## src/rtl/bbox_if.sv

```systemverilog
// Pixel-stream and box-result bundle for bbox_tracker.
// master drives the pixel stream and reads results; slave is the tracker.
interface bbox_if #(
    parameter int unsigned XW   = 11,
    parameter int unsigned YW   = 11,
    parameter int unsigned CH   = 4,
    parameter int unsigned CNTW = 22
) ();
    logic                         vs_in;
    logic                         de_in;
    logic [XW-1:0]                x_in;
    logic [YW-1:0]                y_in;
    logic [CH-1:0]                mask_in;
    logic [CNTW-1:0]              min_pix_in;
    logic [CH*(2*YW+2*XW)-1:0]    win_out;
    logic [CH*CNTW-1:0]           pix_cnt_out;
    logic [CH-1:0]                obj_valid;
    logic                         frame_done;

    modport master (
        output vs_in, de_in, x_in, y_in, mask_in, min_pix_in,
        input  win_out, pix_cnt_out, obj_valid, frame_done
    );

    modport slave (
        input  vs_in, de_in, x_in, y_in, mask_in, min_pix_in,
        output win_out, pix_cnt_out, obj_valid, frame_done
    );
endinterface

```

## src/rtl/bbox_tracker.sv

```systemverilog
// Per-channel bounding box / pixel-count tracker over one video frame.
// Results of frame k are published one clock after the vsync rising edge ending it.
module bbox_tracker #(
    parameter int unsigned XW   = 11,
    parameter int unsigned YW   = 11,
    parameter int unsigned CH   = 4,
    parameter int unsigned CNTW = 22
) (
    input logic   clk,
    input logic   rst_n,
    bbox_if.slave bus
);
    localparam int unsigned SW = 2 * YW + 2 * XW;
    localparam logic [CNTW-1:0] CntOne = CNTW'(1);
    localparam logic [CNTW-1:0] CntMax = '1;

    logic          vs_q;
    logic          primed_q, primed_d;
    logic          pend_q, pend_d;
    logic          bnd;
    logic [CH-1:0] hit;

    logic [XW-1:0]   x_min_q [CH];
    logic [XW-1:0]   x_min_d [CH];
    logic [XW-1:0]   x_max_q [CH];
    logic [XW-1:0]   x_max_d [CH];
    logic [YW-1:0]   y_min_q [CH];
    logic [YW-1:0]   y_min_d [CH];
    logic [YW-1:0]   y_max_q [CH];
    logic [YW-1:0]   y_max_d [CH];
    logic [CNTW-1:0] cnt_q   [CH];
    logic [CNTW-1:0] cnt_d   [CH];

    // Frame result captured on the boundary, copied to the outputs one clock later.
    logic [CH*SW-1:0]   snap_win_q, snap_win_d;
    logic [CH*CNTW-1:0] snap_cnt_q, snap_cnt_d;
    logic [CH-1:0]      snap_obj_q, snap_obj_d;

    logic [CH*SW-1:0]   win_q, win_d;
    logic [CH*CNTW-1:0] cnt_out_q, cnt_out_d;
    logic [CH-1:0]      obj_q, obj_d;
    logic               done_q;

    assign bnd = bus.vs_in & ~vs_q;
    assign hit = {CH{bus.de_in}} & bus.mask_in;

    always_comb begin
        primed_d   = primed_q | bnd;
        pend_d     = bnd & primed_q;
        snap_win_d = snap_win_q;
        snap_cnt_d = snap_cnt_q;
        snap_obj_d = snap_obj_q;

        for (int c = 0; c < CH; c++) begin
            x_min_d[c] = x_min_q[c];
            x_max_d[c] = x_max_q[c];
            y_min_d[c] = y_min_q[c];
            y_max_d[c] = y_max_q[c];
            cnt_d[c]   = cnt_q[c];

            if (bnd) begin
                snap_win_d[c*SW +: SW] = (cnt_q[c] != '0) ?
                    {y_min_q[c], y_max_q[c], x_min_q[c], x_max_q[c]} : '0;
                snap_cnt_d[c*CNTW +: CNTW] = cnt_q[c];
                snap_obj_d[c] = (cnt_q[c] != '0) && (cnt_q[c] >= bus.min_pix_in);
                // A pixel on the boundary cycle opens the new frame.
                if (hit[c]) begin
                    x_min_d[c] = bus.x_in;
                    x_max_d[c] = bus.x_in;
                    y_min_d[c] = bus.y_in;
                    y_max_d[c] = bus.y_in;
                    cnt_d[c]   = CntOne;
                end else begin
                    x_min_d[c] = '1;
                    x_max_d[c] = '0;
                    y_min_d[c] = '1;
                    y_max_d[c] = '0;
                    cnt_d[c]   = '0;
                end
            end else if (hit[c]) begin
                if (bus.x_in < x_min_q[c]) x_min_d[c] = bus.x_in;
                if (bus.x_in > x_max_q[c]) x_max_d[c] = bus.x_in;
                if (bus.y_in < y_min_q[c]) y_min_d[c] = bus.y_in;
                if (bus.y_in > y_max_q[c]) y_max_d[c] = bus.y_in;
                if (cnt_q[c] != CntMax) cnt_d[c] = cnt_q[c] + CntOne;
            end
        end

        win_d     = pend_q ? snap_win_q : win_q;
        cnt_out_d = pend_q ? snap_cnt_q : cnt_out_q;
        obj_d     = pend_q ? snap_obj_q : obj_q;
    end

    always_ff @(posedge clk or negedge rst_n) begin
        if (!rst_n) begin
            vs_q       <= 1'b1;
            primed_q   <= 1'b0;
            pend_q     <= 1'b0;
            snap_win_q <= '0;
            snap_cnt_q <= '0;
            snap_obj_q <= '0;
            win_q      <= '0;
            cnt_out_q  <= '0;
            obj_q      <= '0;
            done_q     <= 1'b0;
            for (int c = 0; c < CH; c++) begin
                x_min_q[c] <= '1;
                x_max_q[c] <= '0;
                y_min_q[c] <= '1;
                y_max_q[c] <= '0;
                cnt_q[c]   <= '0;
            end
        end else begin
            vs_q       <= bus.vs_in;
            primed_q   <= primed_d;
            pend_q     <= pend_d;
            snap_win_q <= snap_win_d;
            snap_cnt_q <= snap_cnt_d;
            snap_obj_q <= snap_obj_d;
            win_q      <= win_d;
            cnt_out_q  <= cnt_out_d;
            obj_q      <= obj_d;
            done_q     <= pend_q;
            for (int c = 0; c < CH; c++) begin
                x_min_q[c] <= x_min_d[c];
                x_max_q[c] <= x_max_d[c];
                y_min_q[c] <= y_min_d[c];
                y_max_q[c] <= y_max_d[c];
                cnt_q[c]   <= cnt_d[c];
            end
        end
    end

    assign bus.win_out     = win_q;
    assign bus.pix_cnt_out = cnt_out_q;
    assign bus.obj_valid   = obj_q;
    assign bus.frame_done  = done_q;
endmodule

```

## src/flat_wrapper.sv

```systemverilog
// flat-port wrapper written by rule: the top's interface ports become plain ports
module bbox_tracker_flat 
#(
    parameter int unsigned XW   = 11,
    parameter int unsigned YW   = 11,
    parameter int unsigned CH   = 4,
    parameter int unsigned CNTW = 22
)
  (clk, rst_n, bus_vs_in, bus_de_in, bus_x_in, bus_y_in, bus_mask_in, bus_min_pix_in, bus_win_out, bus_pix_cnt_out, bus_obj_valid, bus_frame_done);
  bbox_if #(.XW(XW), .YW(YW), .CH(CH), .CNTW(CNTW)) bus_i ();
  input logic clk;
  input logic rst_n;
  input wire logic [$bits(bus_i.vs_in)-1:0] bus_vs_in;
  input wire logic [$bits(bus_i.de_in)-1:0] bus_de_in;
  input wire logic [$bits(bus_i.x_in)-1:0] bus_x_in;
  input wire logic [$bits(bus_i.y_in)-1:0] bus_y_in;
  input wire logic [$bits(bus_i.mask_in)-1:0] bus_mask_in;
  input wire logic [$bits(bus_i.min_pix_in)-1:0] bus_min_pix_in;
  output wire logic [$bits(bus_i.win_out)-1:0] bus_win_out;
  output wire logic [$bits(bus_i.pix_cnt_out)-1:0] bus_pix_cnt_out;
  output wire logic [$bits(bus_i.obj_valid)-1:0] bus_obj_valid;
  output wire logic [$bits(bus_i.frame_done)-1:0] bus_frame_done;
  assign bus_i.vs_in = bus_vs_in;
  assign bus_i.de_in = bus_de_in;
  assign bus_i.x_in = bus_x_in;
  assign bus_i.y_in = bus_y_in;
  assign bus_i.mask_in = bus_mask_in;
  assign bus_i.min_pix_in = bus_min_pix_in;
  assign bus_win_out = bus_i.win_out;
  assign bus_pix_cnt_out = bus_i.pix_cnt_out;
  assign bus_obj_valid = bus_i.obj_valid;
  assign bus_frame_done = bus_i.frame_done;
  bbox_tracker #(.XW(XW), .YW(YW), .CH(CH), .CNTW(CNTW)) u_core (.clk(clk), .rst_n(rst_n), .bus(bus_i));
endmodule
```

## config.mk

```make
export PLATFORM = sky130hd
export DESIGN_NAME = bbox_tracker_flat
export DESIGN_NICKNAME = d
export VERILOG_FILES = /design/src/rtl/bbox_if.sv /design/src/rtl/bbox_tracker.sv /design/src/flat_wrapper.sv
export SDC_FILE = /design/constraint.sdc
export NUM_CORES = 1
export LEC_CHECK = 0
export ABC_AREA = 1
export ABC_CLOCK_PERIOD_IN_PS = 2300
export CAP_MARGIN = 20
export CORE_MARGIN = 2
export CORE_UTILIZATION = 59
export DETAILED_ROUTE_END_ITERATION = 10
export PLACE_DENSITY = 0.81
export SETUP_SLACK_MARGIN = 0.02
export SLEW_MARGIN = 20
export SYNTH_ARGS = -nofsm -noshare
export SYNTH_HDL_FRONTEND = slang
export SYNTH_SLANG_ARGS = --single-unit
```

## constraint.sdc

```tcl
create_clock -name clk -period 2.3 [get_ports clk]
set_input_delay 0.46 -clock clk [delete_from_list [all_inputs] [get_ports clk]]
set_output_delay 0.46 -clock clk [all_outputs]
set_load 0.05 [all_outputs]
```

== Word-level counts from Yosys, hierarchy flattened ==
Index checks and enable logic that the tools add are counted.
Word-level totals
  memory bits (read-only): 0
  latch bits: 0
  bits in registers: 804
  output and inout port bits: 269
  word-level logic and storage cells: 199
  memories: 0
  bits in writable memories: 0
Cells by class
  $mul: 0
  multiplexer cells: 84
  magnitude comparators: 20
  bitwise operators: 5
  div/mod/pow operators: 0
  add/subtract/negate cells: 4
  shift-type cells: 0
  eq/ne operators: 4
  reductions and logical operators: 52
Operators by type and width (number)
  $mux W11: 64
  $mux W22: 12
  $mux W44: 4
  $add A22 B1 Y22 const B: 4
  $ge A22 B22 Y1: 4
  $gt A11 B11 Y1: 8
  $lt A11 B11 Y1: 8
  $ne A22 B22 Y1 const B: 4
  $reduce_bool A22 Y1: 4
  $reduce_bool A2 Y1: 24
  $reduce_and A2 Y1: 20
  $and A4 B4 Y4: 1
  $logic_and A1 B1 Y1: 4
  $mux W1: 4
  $and A1 B1 Y1: 2
  $not A1 Y1: 1
  $or A1 B1 Y1: 1

== Logic depth before layout (Yosys ltp) ==
  depth after elaboration: 4
  mapped depth: 14
  mapped depth without buffers: 13

== Worst setup path after synthesis ==
OpenSTA, ideal clock, no wires.
  path type: input -> register
  from: input bus_y_in[0]
  to: register u_core.y_max_q[11] in the netlist's numbering
  setup time: 0.066 ns
  data arrival time: 1.757 ns
  slack: 0.477 ns
  stages: 10
  data required time: 2.234 ns
  path through: clkinv_1 -> ha_1 -> and3_1 -> nand4_1 -> nand2_1 -> nand2_1 -> nand2_1 -> clkbuf_1 -> nand2_1 -> nand2_1
Between the ends
  word-level cells in the longest chain between the ends: 3
  elaborated cells on any way between the ends: 7
  classes of those cells: order compare: 1; mux: 4; reduce/logical: 2
Ends and longest elaborated chain
  start, declared: RTL line flat_wrapper.sv:16  | input wire logic [$bits(bus_i.y_in)-1:0] bus_y_in;
  $gt A11 B11 Y1 / $mux W11 (equally long branches): RTL line bbox_tracker.sv:84  | if (bus.y_in > y_max_q[c]) y_max_d[c] = bus.y_in;
  $reduce_bool A2 Y1 (no line) / $mux W11 (equally long branches)
  $reduce_and A2 Y1 (no line) / $mux W11 (equally long branches)
  end signal, assigned by index: RTL line bbox_tracker.sv:128  | y_max_q[c] <= y_max_d[c];
  end, declared: RTL line bbox_tracker.sv:29  | logic [YW-1:0] y_max_q [CH];
Parallel ways exist; a longest one is shown, timed or not. The select of a mux whose other input is x is not followed.
A chain may end at the register's enable or synchronous reset.

== Worst setup path after layout ==
  from: register u_core.win_q[157], in the netlist u_core.bus.win_out[157]
  to: output bus_win_out[157]
RTL lines
  start, declared: RTL line bbox_tracker.sv:39  | logic [CH*SW-1:0] win_q, win_d;
  start signal, assigned: RTL line bbox_tracker.sv:120  | win_q <= win_d;
  end, declared: RTL line flat_wrapper.sv:19  | output wire logic [$bits(bus_i.win_out)-1:0] bus_win_out;
No word-level cell between the ends.

==> impl_results.html <==
<table>
<tr><th>Metric</th><th>Value</th></tr>
<tr><th colspan="2">Run status</th></tr>
<tr><td>Outcome</td><td>finished clean</td></tr>
<tr><th colspan="2">Power</th></tr>
<tr><td>Worst ir drop on vdd</td><td>629 µV</td></tr>
<tr><td>Power Density</td><td>974 mW/mm²</td></tr>
<tr><td>Leakage power of the design</td><td>24.7 nW</td></tr>
<tr><td>Total Power Consumption</td><td>47.0 mW</td></tr>
<tr><th colspan="2">Min path</th></tr>
<tr><td>Min-Delay Endpoint</td><td>u_core.vs_q</td></tr>
<tr><td>Hold Crit Class</td><td>input port to flop</td></tr>
<tr><td>Start point of the worst min-delay path</td><td>bus_vs_in</td></tr>
<tr><td>Hold Path Depth</td><td>1</td></tr>
<tr><th colspan="2">Floorplanning</th></tr>
<tr><td>Number of placed I/O pins</td><td>321</td></tr>
<tr><td>Area of the die</td><td>0.0692 mm²</td></tr>
<tr><td>Number of placement rows</td><td>95</td></tr>
<tr><td>Die height</td><td>263 µm</td></tr>
<tr><td>Floorplan die width</td><td>263 µm</td></tr>
<tr><td>Standard cell core area</td><td>0.0668 mm²</td></tr>
<tr><td>Initial Utilization</td><td>59.3%</td></tr>
<tr><th colspan="2">Timing</th></tr>
<tr><td>Final worst hold slack</td><td>0.256 ns</td></tr>
<tr><td>Setup violation total in the final timing report</td><td>0</td></tr>
<tr><td>Setup repair after global routing missed its margin</td><td>false</td></tr>
<tr><td>Fin. max-slew vios</td><td>0</td></tr>
<tr><td>Final hold vios</td><td>0</td></tr>
<tr><td>Clock Skews</td><td>0.0211 ns</td></tr>
<tr><td>Accumulated negative setup slack</td><td>0 ns</td></tr>
<tr><td>Period minus WS final</td><td>2.26 ns</td></tr>
<tr><td>Post-route fraction of the period consumed by the critical path</td><td>98.2%</td></tr>
<tr><td>Slew of the pin with the lowest slew margin</td><td>0.572 ns</td></tr>
<tr><td>Max_slew headroom</td><td>61.5%</td></tr>
<tr><td>Upper clock frequency limit</td><td>0.443 GHz</td></tr>
<tr><th colspan="2">Clock tree</th></tr>
<tr><td>Root buffer cell</td><td>sky130_fd_sc_hd__clkbuf_16</td></tr>
<tr><td>H-tree levels</td><td>3</td></tr>
<tr><td>Clock transition at the register clock pins on the worst setup and hold paths after CTS</td><td>0.06 ns</td></tr>
<tr><td>Insertion delay of the later-clocked pin in the worst-skew pair</td><td>0.64 ns</td></tr>
<tr><td>Number of buffers inserted by post-CTS setup repair</td><td>0</td></tr>
<tr><td>Longest Clk Path Bufs</td><td>3</td></tr>
<tr><td>CTS Buf Count</td><td>84</td></tr>
<tr><td>Number of clock sinks</td><td>804</td></tr>
<tr><td>TritonCTS clock tree</td><td>built</td></tr>
<tr><th colspan="2">Run</th></tr>
<tr><td>Number of violations of the max-capacitance limit</td><td>0</td></tr>
<tr><th colspan="2">Global route</th></tr>
<tr><td>Vias in the first global route</td><td>32724</td></tr>
<tr><td>Remaining global-route overflow</td><td>0</td></tr>
<tr><td>Maximum number of pins on one net before global-route repair</td><td>120</td></tr>
<tr><td>Number of antenna violations at the first check in global routing</td><td>1</td></tr>
<tr><td>First-pass GRT wire length</td><td>176 mm</td></tr>
<tr><td>Overall Global Routing Usage</td><td>31.7%</td></tr>
<tr><th colspan="2">Yosys</th></tr>
<tr><td>Post-synthesis instance total</td><td>4485</td></tr>
<tr><td>Synth warnings</td><td>0</td></tr>
<tr><td>Distinct cell type count after synthesis</td><td>38</td></tr>
<tr><td>Number of storage elements in the synthesis netlist</td><td>804</td></tr>
<tr><td>Post-synthesis sequential area ratio</td><td>51.1%</td></tr>
<tr><td>Area of the mapped netlist</td><td>0.0396 mm²</td></tr>
<tr><td>Most common flop cell mapped by yosys</td><td>sky130_fd_sc_hd__dfrtp_1</td></tr>
<tr><td>Synthesized Nets</td><td>4801</td></tr>
<tr><td>Per-instance average area after synthesis</td><td>8.83 µm²</td></tr>
<tr><td>Fraction of registers with async set/reset</td><td>100%</td></tr>
<tr><td>Post-synth EDFFs</td><td>0</td></tr>
<tr><th colspan="2">Placed design</th></tr>
<tr><td>IO buf count</td><td>320</td></tr>
<tr><td>Placer's final routability congestion estimate</td><td>0.952</td></tr>
<tr><td>Final HPWL DP</td><td>76.7 mm</td></tr>
<tr><td>Placement-stage cell area</td><td>0.0453 mm²</td></tr>
<tr><th colspan="2">Final layout</th></tr>
<tr><td>Area growth from synthesis to layout</td><td>21.8%</td></tr>
<tr><td>ANT cells</td><td>0</td></tr>
<tr><td>Final net count</td><td>5215</td></tr>
<tr><td>Storage element area</td><td>0.0202 mm²</td></tr>
<tr><td>Final instance area</td><td>0.0482 mm²</td></tr>
<tr><td>Area of the multi-input gates</td><td>0.0165 mm²</td></tr>
<tr><td>Fill cells</td><td>4853</td></tr>
<tr><td>Final design utilization</td><td>72.2%</td></tr>
<tr><td>Share of cells above drive strength 1</td><td>12.7%</td></tr>
<tr><th colspan="2">Routing</th></tr>
<tr><td>Total iterations of the first detailed-routing run</td><td>6</td></tr>
<tr><td>Post-detailed-route DRC marker count</td><td>0</td></tr>
<tr><td>Number of antenna-violating nets in the routed design</td><td>0</td></tr>
<tr><td>Final WL</td><td>109 mm</td></tr>
<tr><td>Total via count after detailed routing</td><td>32998</td></tr>
<tr><td>Routed length per placed instance</td><td>18.7 µm</td></tr>
<tr><td>Via-to-Cell Ratio</td><td>5.65</td></tr>
<tr><td>Detailed router's first-iteration violation count</td><td>2747</td></tr>
<tr><th colspan="2">Worst setup path</th></tr>
<tr><td>Worst Setup End Kind</td><td>output port</td></tr>
<tr><td>Library cell contributing the largest single delay on the critical path</td><td>sky130_fd_sc_hd__clkdlybuf4s50_1</td></tr>
<tr><td>Largest stage delay, worst path</td><td>0.81 ns</td></tr>
<tr><td>Worst-case reg-to-reg path depth</td><td>10</td></tr>
<tr><td>Required time reported for the critical path endpoint</td><td>1.84 ns</td></tr>
<tr><td>Crit Path Class</td><td>flop to output port</td></tr>
<tr><td>Kind of start point of the critical path</td><td>flop</td></tr>
<tr><td>CP cell instances</td><td>clkdlybuf4s50_1</td></tr>
<tr><td>Delay-heaviest family, CP</td><td>buffers and inverters</td></tr>
<tr><td>Launching point of the worst reg2reg path</td><td>u_core.cnt_q[67]</td></tr>
<tr><td>Data arrival at the endpoint of the critical path</td><td>1.80 ns</td></tr>
<tr><td>End of the worst register-to-register path</td><td>u_core.cnt_q[78]</td></tr>
<tr><td>Crit Path Max Fanout</td><td>2</td></tr>
<tr><td>Buffer and inverter count on the worst path</td><td>1</td></tr>
<tr><td>Slack of the worst reg-to-reg path</td><td>0.18 ns</td></tr>
</table>
-- where the power goes --
part           internal, mW  switching, mW
registers              17.2           1.59
logic                  4.54           9.27
clock network          8.54           5.83
total                  30.3           16.7
-- flip-flops by register name, summed over array words and instances (netlist names) --
register                count
u_core.bus.frame_done       1
u_core.bus.obj_valid        4
u_core.bus.pix_cnt_out     88
u_core.bus.win_out        176
u_core.cnt_q               88
u_core.pend_q               1
u_core.primed_q             1
u_core.snap_cnt_q          88
u_core.snap_obj_q           4
u_core.snap_win_q         176
u_core.vs_q                 1
u_core.x_max_q             44
u_core.x_min_q             44
u_core.y_max_q             44
u_core.y_min_q             44
-- logic make-up (layout without fill, tap and decap cells) --
| kind of cell | after synthesis | in the layout | share of synthesized area, % |
|---|---|---|---|
| flops | 804 | 804 | 51.1 |
| buf+inv | 732 | 1214 | 7.35 |
| mux | 141 | 141 | 4.01 |
| xor+xnor | 47 | 47 | 1.04 |
| compound gates | 733 | 733 | 9.92 |
| fa+ha+maj | 264 | 264 | 8.34 |
| simple gates | 1764 | 1764 | 18.3 |
-- what timing repair did --
action	CTS	global route
hold endpoints to repair	11	0
hold buffers	1	0
setup endpoints to repair	116	70
gates resized for setup	116	70
-- synth_stat cells (47+ instances only) --
master,number,area share (%)
sky130_fd_sc_hd__clkbuf_1,96,0.91
sky130_fd_sc_hd__xor2_1,47,1.0
sky130_fd_sc_hd__nor2_1,347,3.3
sky130_fd_sc_hd__nand3_1,247,3.1
sky130_fd_sc_hd__a21oi_1,213,2.7
sky130_fd_sc_hd__inv_1,533,5.1
sky130_fd_sc_hd__dfstp_2,89,5.9
sky130_fd_sc_hd__o22ai_1,127,2.0
sky130_fd_sc_hd__ha_1,264,8.3
sky130_fd_sc_hd__mux2_2,141,4.0
sky130_fd_sc_hd__nand2_1,1064,10
sky130_fd_sc_hd__dfrtp_1,715,45
sky130_fd_sc_hd__o21ai_0,332,4.2
sky130_fd_sc_hd__buf_2,61,0.77
-- cells in the final DEF, fill, tap and decap left out, types with 141 or more instances in the layout --
cell type and n:
sky130_fd_sc_hd__a21oi_1 213, sky130_fd_sc_hd__buf_4 141, sky130_fd_sc_hd__mux2_2 141, sky130_fd_sc_hd__ha_1 264, sky130_fd_sc_hd__o21ai_0 332, sky130_fd_sc_hd__dfrtp_1 714
sky130_fd_sc_hd__nor2_1 347, sky130_fd_sc_hd__nand2_1 1061, sky130_fd_sc_hd__inv_1 533, sky130_fd_sc_hd__nand3_1 247
-- area by class of cell --
type / count / share of cell area, %
clock inverter: 39 / 1.06
timing repair buffer: 514 / 11.3
tap: 873 / 2.26
sequential: 804 / 41.9
multi-input combinational: 2949 / 34.2
inverter: 546 / 4.27
clock buffer: 115 / 5.02
-- worst max path at each step --
stage / slack (ns) / to / start / cells past startpoint
after global routing: 0.01 / bus_win_out[40] / u_core.bus.win_out[40] / 1
after detailed placement: -0.27 / u_core.x_max_q[37] / bus_x_in[10] / 14
after CTS: 0.02 / bus_pix_cnt_out[67] / u_core.bus.pix_cnt_out[67] / 1
final: 0.04 / bus_win_out[157] / u_core.bus.win_out[157] / 1
after floorplan: 0.48 / u_core.y_max_q[11] / bus_y_in[0] / 10
after global placement: -0.21 / u_core.x_max_q[38] / bus_x_in[0] / 12
-- layer usage --
layer | track usage (%) | share of wire [%] | vias up | wire length, µm
met3 | 5.66 | 7.4 | 277 | 8130
met5 | 0 | 0.012 | - | 13
li1 | - | - | 15465 | -
met1 | 42.5 | 42 | 15914 | 45700
met2 | 51.8 | 47 | 1340 | 51500
met4 | 12.1 | 3.7 | 2 | 4010
-- through the flow --
stage / cells / setup WS (ns)
final: 5840 / 0.0406
after global routing: 5840 / 0.0104
after CTS: 5840 / 0.0201
after detailed placement: 5685 / -0.272
after global placement: 5685 / -0.208
after floorplan: 4485 / 0.477
Power figures use the tool's default switching activity.
